[src/rtl/cyclic74_pkg.sv]
// Shared constants and types for the (7,4) cyclic encoder, g(x) = 1 + x + x^3.
// The x^3 term of g(x) is implicit; G_LO carries {g2,g1,g0}.
package cyclic74_pkg;

  localparam int N     = 7;
  localparam int K     = 4;
  localparam int R     = 3;
  localparam int CNT_W = 3;

  localparam logic [R-1:0] G_LO_DEFAULT = 3'b011;

  // Last counter value of the message phase and of the whole word.
  localparam logic [CNT_W-1:0] CNT_MSG_LAST = CNT_W'(K - 1);
  localparam logic [CNT_W-1:0] CNT_LAST     = CNT_W'(N - 1);

  typedef enum logic [1:0] {
    IDLE  = 2'd0,
    SHIFT = 2'd1,
    HOLD  = 2'd2
  } state_t;

endpackage

[src/rtl/cyclic74_lfsr.sv]
// Serial 3-stage Galois LFSR dividing by g(x); the remainder is left in r.
// With gate_fb low the register just shifts toward r[2], draining the parity.
module cyclic74_lfsr
  import cyclic74_pkg::*;
#(
  parameter logic [R-1:0] G_LO = G_LO_DEFAULT
) (
  input  logic         clk,
  input  logic         rst_n,
  input  logic         clr,
  input  logic         en,
  input  logic         din,
  input  logic         gate_fb,
  output logic [R-1:0] r
);

  logic fb;

  assign fb = gate_fb & (din ^ r[2]);

  always_ff @(posedge clk) begin
    if (!rst_n) begin
      r <= '0;
    end else if (clr) begin
      r <= '0;
    end else if (en) begin
      r <= {r[1] ^ (G_LO[2] & fb), r[0] ^ (G_LO[1] & fb), G_LO[0] & fb};
    end
  end

endmodule

[src/rtl/cyclic74_enc_ctrl.sv]
// Sequencer for the serial (7,4) cyclic encoder: accepts a message word,
// streams the systematic codeword c6 first, then holds it in parallel.
//
// state | meaning
// IDLE  | in_ready=1, waiting for in_valid
// SHIFT | 7 cycles: cnt 0..3 message bits, cnt 4..6 parity bits
// HOLD  | out_valid=1 until out_ready
module cyclic74_enc_ctrl
  import cyclic74_pkg::*;
#(
  parameter logic [R-1:0] G_LO = G_LO_DEFAULT
) (
  input  logic         clk,
  input  logic         rst_n,
  input  logic [K-1:0] data_in,
  input  logic         in_valid,
  output logic         in_ready,
  output logic [N-1:0] data_out,
  output logic         out_valid,
  input  logic         out_ready,
  output logic         ser_out,
  output logic         ser_valid,
  output logic         busy
);

  state_t           state_q, state_d;
  logic [CNT_W-1:0] cnt_q;
  logic [K-1:0]     msg_q;
  logic [N-1:0]     cw_q;
  logic [N-1:0]     data_out_q;
  logic [R-1:0]     lfsr_r;

  logic accept;
  logic shifting;
  logic msg_phase;
  logic last_bit;
  logic ser_bit;

  assign accept    = (state_q == IDLE) && in_valid;
  assign shifting  = (state_q == SHIFT);
  assign msg_phase = (cnt_q <= CNT_MSG_LAST);
  assign last_bit  = (cnt_q == CNT_LAST);

  // m[3-cnt] for cnt 0..3 is the bitwise complement of cnt[1:0].
  always_comb begin
    ser_bit = 1'b0;
    if (shifting) begin
      if (msg_phase) begin
        ser_bit = msg_q[~cnt_q[1:0]];
      end else begin
        ser_bit = lfsr_r[R-1];
      end
    end
  end

  always_comb begin
    state_d = state_q;
    case (state_q)
      IDLE: begin
        if (in_valid) begin
          state_d = SHIFT;
        end
      end
      SHIFT: begin
        if (last_bit) begin
          state_d = HOLD;
        end
      end
      HOLD: begin
        if (out_ready) begin
          state_d = IDLE;
        end
      end
      default: state_d = IDLE;
    endcase
  end

  always_ff @(posedge clk) begin
    if (!rst_n) begin
      state_q <= IDLE;
    end else begin
      state_q <= state_d;
    end
  end

  always_ff @(posedge clk) begin
    if (!rst_n) begin
      cnt_q      <= '0;
      msg_q      <= '0;
      cw_q       <= '0;
      data_out_q <= '0;
    end else begin
      if (accept) begin
        msg_q <= data_in;
        cnt_q <= '0;
      end else if (shifting) begin
        cnt_q <= cnt_q + CNT_W'(1);
        cw_q  <= {cw_q[N-2:0], ser_bit};
        // data_out only changes when a complete codeword lands.
        if (last_bit) begin
          data_out_q <= {cw_q[N-2:0], ser_bit};
        end
      end
    end
  end

  cyclic74_lfsr #(
    .G_LO(G_LO)
  ) u_lfsr (
    .clk    (clk),
    .rst_n  (rst_n),
    .clr    (accept),
    .en     (shifting),
    .din    (ser_bit),
    .gate_fb(msg_phase),
    .r      (lfsr_r)
  );

  assign in_ready  = (state_q == IDLE);
  assign out_valid = (state_q == HOLD);
  assign busy      = (state_q != IDLE);
  assign ser_valid = shifting;
  assign ser_out   = ser_bit;
  assign data_out  = data_out_q;

endmodule

[config.mk]
export PLATFORM = sky130hd
export DESIGN_NAME = cyclic74_enc_ctrl
export DESIGN_NICKNAME = d
export VERILOG_FILES = /design/src/rtl/cyclic74_pkg.sv /design/src/rtl/cyclic74_lfsr.sv /design/src/rtl/cyclic74_enc_ctrl.sv
export SDC_FILE = /design/constraint.sdc
export NUM_CORES = 1
export LEC_CHECK = 0
export ABC_AREA = 1
export ABC_CLOCK_PERIOD_IN_PS = 2100
export BUFFER_PORTS_ARGS = -buffer_cell sky130_fd_sc_hd__buf_2
export CORE_MARGIN = 2
export CORE_UTILIZATION = 45
export CTS_BUF_LIST = sky130_fd_sc_hd__clkbuf_4 sky130_fd_sc_hd__clkbuf_8
export CTS_CLUSTER_DIAMETER = 120
export DETAILED_ROUTE_END_ITERATION = 8
export HOLD_SLACK_MARGIN = 0.05
export PLACE_DENSITY = 0.67
export SYNTH_ARGS = -nofsm -noshare
export SYNTH_HDL_FRONTEND = slang
export SYNTH_SLANG_ARGS = --single-unit
[constraint.sdc]
create_clock -name clk -period 2.1 [get_ports clk]
set_input_delay 0.21 -clock clk [delete_from_list [all_inputs] [get_ports clk]]
set_output_delay 0.21 -clock clk [all_outputs]
set_load 0.02 [all_outputs]
Yosys cells after proc, flatten, opt, wreduce, memory -nomap -nowiden
Index checks and enable logic that the tools add are counted.

Bits in registers: 25. Input port bits: 8. Logic and storage cells: 36.

Add/subtract/negate cells: 1. Magnitude comparators: 2. Equal/unequal tests: 6. Mux-type cells: 8. Bitwise gates (word level): 6. Reduce and logical (&&, ||, !) cells: 7.

Operator list (count): $mux W2 (3); $pmux W2 S3 (1); $reduce_and A3 Y1 (2); $ne A2 B1 Y1 const B (2); $add A3 B1 Y3 const B (1); $eq A3 B3 Y1 const B (1); $le A3 B2 Y1 const B (1); $lt A2 B3 Y1 const B (1); $mux W1 (3); $bmux W1 S2 (1); $eq A2 B1 Y1 const B (1); $eq A2 B2 Y1 const B (1); $logic_not A2 Y1 (1); $ne A2 B2 Y1 const B (1); $not A1 Y1 (2); $not A2 Y2 (1); $reduce_and A2 Y1 (1); $reduce_bool A2 Y1 (1); $reduce_or A2 Y1 (1); $xor A1 B1 Y1 (2); $and A1 B1 Y1 (1); $logic_and A1 B1 Y1 (1).

Logic depth before layout (Yosys ltp)
Gate-level depths: netlist of run 1.

Depth after elaboration: 8. Mapped depth: 13. Mapped depth without buffers: 13.

Cells and area by module
From an unflattened synthesis of run 1, not the netlist that was laid out.

Cells, all modules: 144. Area total of the unflattened synthesis: 1069.8 sq um.

Modules (own cells, without submodules): cyclic74_enc_ctrl (instances 1, cells an instance 122, area each 917.1 sq um, seq. area each 440.4 sq um); cyclic74_lfsr (instances 1, cells an instance 22, area each 152.6 sq um, seq. area each 60.1 sq um).

Worst setup path after synthesis of run 1
Ideal clock, no wire load.

Path kind: reg2reg. Start: register cnt_q[0]. End: register u_lfsr.r[1]. Arrival: 1325 ps. Required time: 1991 ps. Setup slack: 666 ps. Cell stages (with the launch flop): 13. Buffers on the path: 0. Clock period less this slack: 1434 ps. Cells stage by stage: dfxtp_1 > ha_1 > ha_1 > inv_1 > nand3_1 > nand2_1 > inv_2 > nand3_1 > nand3_2 > nand2_1 > nand3_1 > nand2_1 > inv_1.

Cells in the longest elaborated chain, start to end: 8. Elaborated cells between the ends (all ways): 9. Those cells by class: order compare (1); mux (4); bitwise (4).

Ends and longest elaborated chain: from (decl) (RTL line cyclic74_enc_ctrl.sv:27) `logic [CNT_W-1:0] cnt_q;`; from (signal assigned) (RTL line cyclic74_enc_ctrl.sv:97) `cnt_q <= cnt_q + CNT_W'(1);`; $not A2 Y2 (RTL line cyclic74_enc_ctrl.sv:49) `ser_bit = msg_q[~cnt_q[1:0]];`; $bmux W1 S2 (RTL line cyclic74_enc_ctrl.sv:49); $mux W1 (not written as such) (RTL line cyclic74_enc_ctrl.sv:49); $mux W1 (RTL line cyclic74_enc_ctrl.sv:48) `if (msg_phase) begin`; $mux W1 (RTL line cyclic74_enc_ctrl.sv:47) `if (shifting) begin`; $xor A1 B1 Y1 (RTL line cyclic74_lfsr.sv:19) `assign fb = gate_fb & (din ^ r[2]);`; $and A1 B1 Y1 (*) (RTL line cyclic74_lfsr.sv:19); $xor A1 B1 Y1 (*) (RTL line cyclic74_lfsr.sv:27) `r <= {r[1] ^ (G_LO[2] & fb), r[0] ^ (G_LO[1] & fb), G_LO[0] & fb};`; to (signal assigned) (RTL line cyclic74_lfsr.sv:27); to (decl) (RTL line cyclic74_lfsr.sv:14) `output logic [R-1:0] r`.

Every way passes the cells marked *; elsewhere a longest branch is shown, timed or not. The select of a mux whose other input is x is not followed. A chain may end at the register's enable or synchronous reset.

Final worst setup path of run 1
Start: register cnt_q[0]. End: output ser_out.

Cells in the longest elaborated chain, start to end: 5. Elaborated cells between the ends (all ways): 6. Those cells by class: order compare (1); mux (4); bitwise (1).

Ends and longest elaborated chain: $not A2 Y2 (RTL line cyclic74_enc_ctrl.sv:49); $bmux W1 S2 (RTL line cyclic74_enc_ctrl.sv:49); $mux W1 (not written as such) (RTL line cyclic74_enc_ctrl.sv:49); $mux W1 (*) (RTL line cyclic74_enc_ctrl.sv:48); $mux W1 (*) (RTL line cyclic74_enc_ctrl.sv:47); to (decl) (RTL line cyclic74_enc_ctrl.sv:21) `output logic ser_out,`.

Marks and branches as above.

==> flow_summary.toml, run 1 <==
[outcome]
status = "completed"

[clock_network]
cts_resized = 0
clk_pin_slew_worst_paths_ns = 0.13
holdBufCountCts = 0
cts_inserted_buffers = 3
cts_setup_buffers = 0
clk_path_buf_depth = 2
root_buffer = "clkbuf_4"
worstSkewPairLatency_ns = 0.31
cts_tree = "yes"
h-tree-depth = 1
cts.sinks = 25

[critical_path]
r2r-start = "cnt_q[0]"
crit_arrival_ns = 1.71
r2r_slack_ns = 0.49
rr_worst_depth = 13
endpoint_kind = "output port"
r2r-end = "u_lfsr.r[1]"
startpoint_type = "flop"
cp_max_fo = 8
crit_type = "flop to output port"
required_ns = 1.89

[global_routing]
grt_max_degree = 15
antenna_found_initial = 0
grt-ovfl-total = 0
grt_usage_pct = 17.0
grt_first_pass_wirelength_um = 3530
grt_pass1_vias = 833

[power_and_ir_drop]
ir_drop_uv = 493
p_leak_nw = 0.625
powerDensity_nw_per_um2 = 651

[placement]
io_buffers = 19
placed_area_um2 = 1240
place_congestion = 0.873
hpwl_um = 1620

[sta]
worstMarginPinSlew_ns = 0.278
rsz0062_at_grt = "false"
finalCritPeriodShare_pct = 91.2
finalClockSkew_ns = 0.00706
slew_violations = 0
setup_violations = 0
timing.max_slew.rel_slack_pct = 81.4
fin_tns_setup_ns = 0
fmax_mhz = 522
finalWorstPathRequiredPeriod_ns = 1.92
finalHoldViolCount = 0

[detailed_routing]
wl_per_cell_um = 10.3
top_layer = "met4"
drt_wl_total_um = 2110
drc_errors = 0
route.met3.wl_um = 67
vias = 961
wl_met2_um = 901
routedLengthMet1_um = 1100
ant_nets = 0
vias_per_cell = 4.69
dr.pass1.iters = 4
drt_iter0_drc = 15

[die]
dieWidth_um = 53.7
fp.dieArea_um2 = 2890
rows = 18
core_region_area_um2 = 2410
die_h_um = 53.7
start_util_pct = 46.2
io_pins = 20

[synth]
netlist_top_cells_area = "dfxtp_1 (45%), nand2_1 (9.1%), nor2_1 (7.8%)"
yosys.area.top_type = "dfxtp_1"
avgSynthCellArea_um2 = 7.23
ys_seq_area_share_pct = 44.9
ys_types = 19
synthCells = 154
synth_top_area_share_pct = 44.9
ys_ff_latch = 25
synth_fp_nets = 165
yosys_warnings = 0
syn_area_um2 = 1110

[final_layout]
final_cell_mix = "nand2_1 (27), dfxtp_1 (25), nor2_1 (23), inv_1 (19), buf_2 (19)"
antenna_cells = 0
finish.utilization_pct = 52.5
drive_gt1_share_pct = 22.9
final_nets = 187
area_delta_synth_final_pct = 13.6
fin_area_um2 = 1260
final_common_cell = "nand2_1"

[hold_path]
min_path_type = "input port to flop"
whs_endpoint = "state_q[1]"
min-delay-start = "out_ready"
hold_depth = 4

[job]
maxCapViolCount = 0
-- area by class of cell --
class	count	area, um^2
clock buffer	3	22.5
clock inverter	1	5.00
fill	245	1140
inverter	25	93.8
multi-input combinational	101	503
sequential	25	500
tap	30	37.5
timing repair buffer	20	103
-- worst max-delay path by stage --
stage          cells past startpoint  slack, ns           to      from
2_1_floorplan                     12       0.67  u_lfsr.r[1]  cnt_q[0]
3_3_place_gp                      13       0.60  u_lfsr.r[1]  cnt_q[0]
3_5_place_dp                      13       0.51  u_lfsr.r[1]  cnt_q[0]
4_1_cts                            9       0.17      ser_out  cnt_q[0]
5_1_grt                            9       0.03      ser_out  cnt_q[0]
6_report                           9       0.18      ser_out  cnt_q[0]
-- routing by layer --
| metal | vias up | GRT usage, % |
|---|---|---|
| li1 | 528 | - |
| met1 | 409 | 22.2 |
| met2 | 18 | 26.2 |
| met3 | 6 | 3.61 |
| met4 | 0 | 8.55 |
| met5 | - | 0 |
-- registers in the layout, summed over array words and instances (netlist names) --
register,count
data_out,7
cw_q,6
msg_q,4
cnt_q,3
u_lfsr.r,3
state_q,2
-- cells by family (layout without fill, tap and decap cells) --
family / count (synthesis) / count (layout) / share of synthesized area, %
compound gates: 32 / 32 / 14.9
buf+inv: 28 / 49 / 9.89
simple gates: 66 / 66 / 26.9
flops: 25 / 25 / 44.9
fa+ha+maj: 3 / 3 / 3.37
-- cells in the mapped netlist --
library cell and instances:
nor2_4 2, o21ai_0 15, buf_2 1, a211oi_1 2
nor2_2 1, a21oi_1 14, clkbuf_1 1, dfxtp_1 25
a31oi_1 1, nand3_2 1, nor2_1 23, ha_1 3
inv_1 19, inv_2 6, buf_4 1, nand2_1 27
nand3_1 6, nand2_2 5, nand2_4 1
-- critical path, cell delays in order, from the launching register on --
cell and delay [ns]:
dfxtp_1 0.49, ha_1 0.20, ha_1 0.13, inv_1 0.05, nand3_1 0.07, nand2_1 0.07
inv_2 0.09, nand2_4 0.06, inv_1 0.07, buf_2 0.16
-- metrics by stage --
step	std cells	total power, W	hold slack [ns]	setup slack [ns]
3_3_place_gp	201	0.000622	0.444	0.598
6_report	205	0.000823	0.132	0.184
2_1_floorplan	154	0.000596	0.348	0.666
5_1_grt	205	0.000869	0.131	0.0341
3_5_place_dp	201	0.000626	0.459	0.512
4_1_cts	205	0.000837	0.123	0.171
-- report_power, final --
part           internal (W)  total (W)  switching, W
Sequential         0.000494   0.000507     0.0000132
Clock             0.0000711   0.000209      0.000138
Combinational     0.0000363   0.000108     0.0000713
Total              0.000601   0.000823      0.000222
Power figures use the tool's default switching activity.
==> run 2: changes to the inputs <==
--- a/config.mk
+++ b/config.mk
@@ -6,15 +6,14 @@
 export NUM_CORES = 1
 export LEC_CHECK = 0
 export ABC_AREA = 1
-export ABC_CLOCK_PERIOD_IN_PS = 2100
 export BUFFER_PORTS_ARGS = -buffer_cell sky130_fd_sc_hd__buf_2
 export CORE_MARGIN = 2
-export CORE_UTILIZATION = 45
+export CORE_UTILIZATION = 54
 export CTS_BUF_LIST = sky130_fd_sc_hd__clkbuf_4 sky130_fd_sc_hd__clkbuf_8
 export CTS_CLUSTER_DIAMETER = 120
 export DETAILED_ROUTE_END_ITERATION = 8
 export HOLD_SLACK_MARGIN = 0.05
-export PLACE_DENSITY = 0.67
+export PLACE_DENSITY = 0.78
 export SYNTH_ARGS = -nofsm -noshare
 export SYNTH_HDL_FRONTEND = slang
 export SYNTH_SLANG_ARGS = --single-unit
==> run 2 against run 1 <==
Net effect:
- hold slack got worse by 0.0070 ns
- die area decreased by 15%
- global-route usage increased by 3.1 points
- critical path type unchanged
- largest cell class unchanged
- highest routed layer unchanged
==> flow_summary.toml, run 2 (synthesis gave the netlist of run 1 again) <==
[die]
io_pins = 20
fp.dieArea_um2 = 2440
core_region_area_um2 = 1960
start_util_pct = 56.8
rows = 16
die_h_um = 49.4
dieWidth_um = 49.4

[sta]
finalHoldViolCount = 0
rsz0062_at_grt = "false"
timing.max_slew.rel_slack_pct = 80.0
finalClockSkew_ns = 0.0106
worstMarginPinSlew_ns = 0.300
finalCritPeriodShare_pct = 91.1
fmax_mhz = 523
slew_violations = 0
setup_violations = 0
fin_tns_setup_ns = 0
finalWorstPathRequiredPeriod_ns = 1.91

[power_and_ir_drop]
ir_drop_uv = 473
p_leak_nw = 0.625
powerDensity_nw_per_um2 = 657
p_total_w = 0.000828

[hold_path]
min-delay-start = "out_ready"
min_path_type = "input port to flop"

[critical_path]
cp_max_fo = 8
rr_worst_depth = 13
startpoint_type = "flop"
r2r_slack_ns = 0.50
required_ns = 1.89
crit_arrival_ns = 1.70
critPathLaunch = "cnt_q[0]"
crit_type = "flop to output port"
endpoint = "ser_out"
r2r-start = "cnt_q[0]"
endpoint_kind = "output port"
r2r-end = "u_lfsr.r[1]"

[clock_network]
cts.sinks = 25
cts_setup_buffers = 0
cts_inserted_buffers = 3
clk_pin_slew_worst_paths_ns = 0.14
worstSkewPairLatency_ns = 0.32
root_buffer = "clkbuf_4"
clk_path_buf_depth = 2
holdBufCountCts = 0
cts_tree = "yes"
h-tree-depth = 1
cts_resized = 0

[placement]
placed_area_um2 = 1230
hpwl_um = 1640
place_congestion = 0.843
io_buffers = 19

[global_routing]
grt_pass1_vias = 925
antenna_found_initial = 0
grt-ovfl-total = 0
grt_usage_pct = 20.0
grt_first_pass_wirelength_um = 3840
grt_max_degree = 15

[final_layout]
fillers = 191
final_cell_mix = "nand2_1 (27), dfxtp_1 (25), nor2_1 (23), inv_1 (19), buf_2 (19)"
area_delta_synth_final_pct = 13.3
fin_area_um2 = 1260
largest_reg_flops = 7
drive_gt1_share_pct = 22.9
antenna_cells = 0
final_nets = 187
final_common_cell = "nand2_1"
finish.utilization_pct = 64.3

[detailed_routing]
drt_iter0_drc = 25
ant_nets = 0
wl_per_cell_um = 10.8
drc_errors = 0
dr.pass1.iters = 4
drt_wl_total_um = 2190
vias_per_cell = 5.05
vias = 1020

[outcome]
status = "completed"

[job]
maxCapViolCount = 0
-- run 2: cell counts in the layout (fill, tap and decap cells not counted) --
No cell type changed its count.
-- run 2: worst max-delay path, stage by stage, from the launching register on --
cell and delay, ns:
dfxtp_1 0.49, ha_1 0.20, ha_1 0.14, inv_1 0.05, nand3_1 0.07, nand2_1 0.06, inv_2 0.09, nand2_4 0.06
inv_1 0.07, buf_2 0.16
-- run 2: area by class of cell --
class | instances | area (um^2) | area share [%]
well taps | 27 | 33.8 | 2.68
repair buffers | 20 | 103 | 8.13
flip-flops and latches | 25 | 500 | 39.7
inverters | 25 | 93.8 | 7.44
clock buffers | 3 | 22.5 | 1.79
multi-input cells | 101 | 503 | 39.9
clock inverters | 1 | 5.00 | 0.397
-- run 2: metrics by stage --
| step | std cells | setup slack, ns | hold slack [ns] |
|---|---|---|---|
| final | 202 | 0.188 | 0.125 |
| after global routing | 202 | 0.0101 | 0.153 |
| after CTS | 202 | 0.186 | 0.124 |
| after detailed placement | 198 | 0.521 | 0.452 |
| after global placement | 198 | 0.596 | 0.451 |
| after floorplan | 154 | 0.666 | 0.348 |
-- run 2: how the worst min path moves through the flow --
stage | endpoint | slack (ns) | depth (start not counted)
2_1_floorplan | data_out[3] | 0.35 | 2
3_3_place_gp | data_out[0] | 0.45 | 2
3_5_place_dp | u_lfsr.r[2] | 0.45 | 2
4_1_cts | state_q[1] | 0.12 | 4
5_1_grt | msg_q[2] | 0.15 | 3
6_report | state_q[1] | 0.12 | 4
-- run 2: power by group --
group | switching (W) | leakage (nW) | internal (W)
registers | 0.0000127 | 0.204 | 0.000494
logic | 0.0000729 | 0.404 | 0.0000365
clock network | 0.000141 | 0.0177 | 0.0000713
total | 0.000226 | 0.625 | 0.000602
-- run 2: layer usage --
metal  wire [um]  GRT usage, %  part of all wire [%]
met5           0             0                     0
met4          42          8.33                   1.9
met3          99          2.76                   4.5
met2        1090          36.7                    50
met1         954          23.1                    44
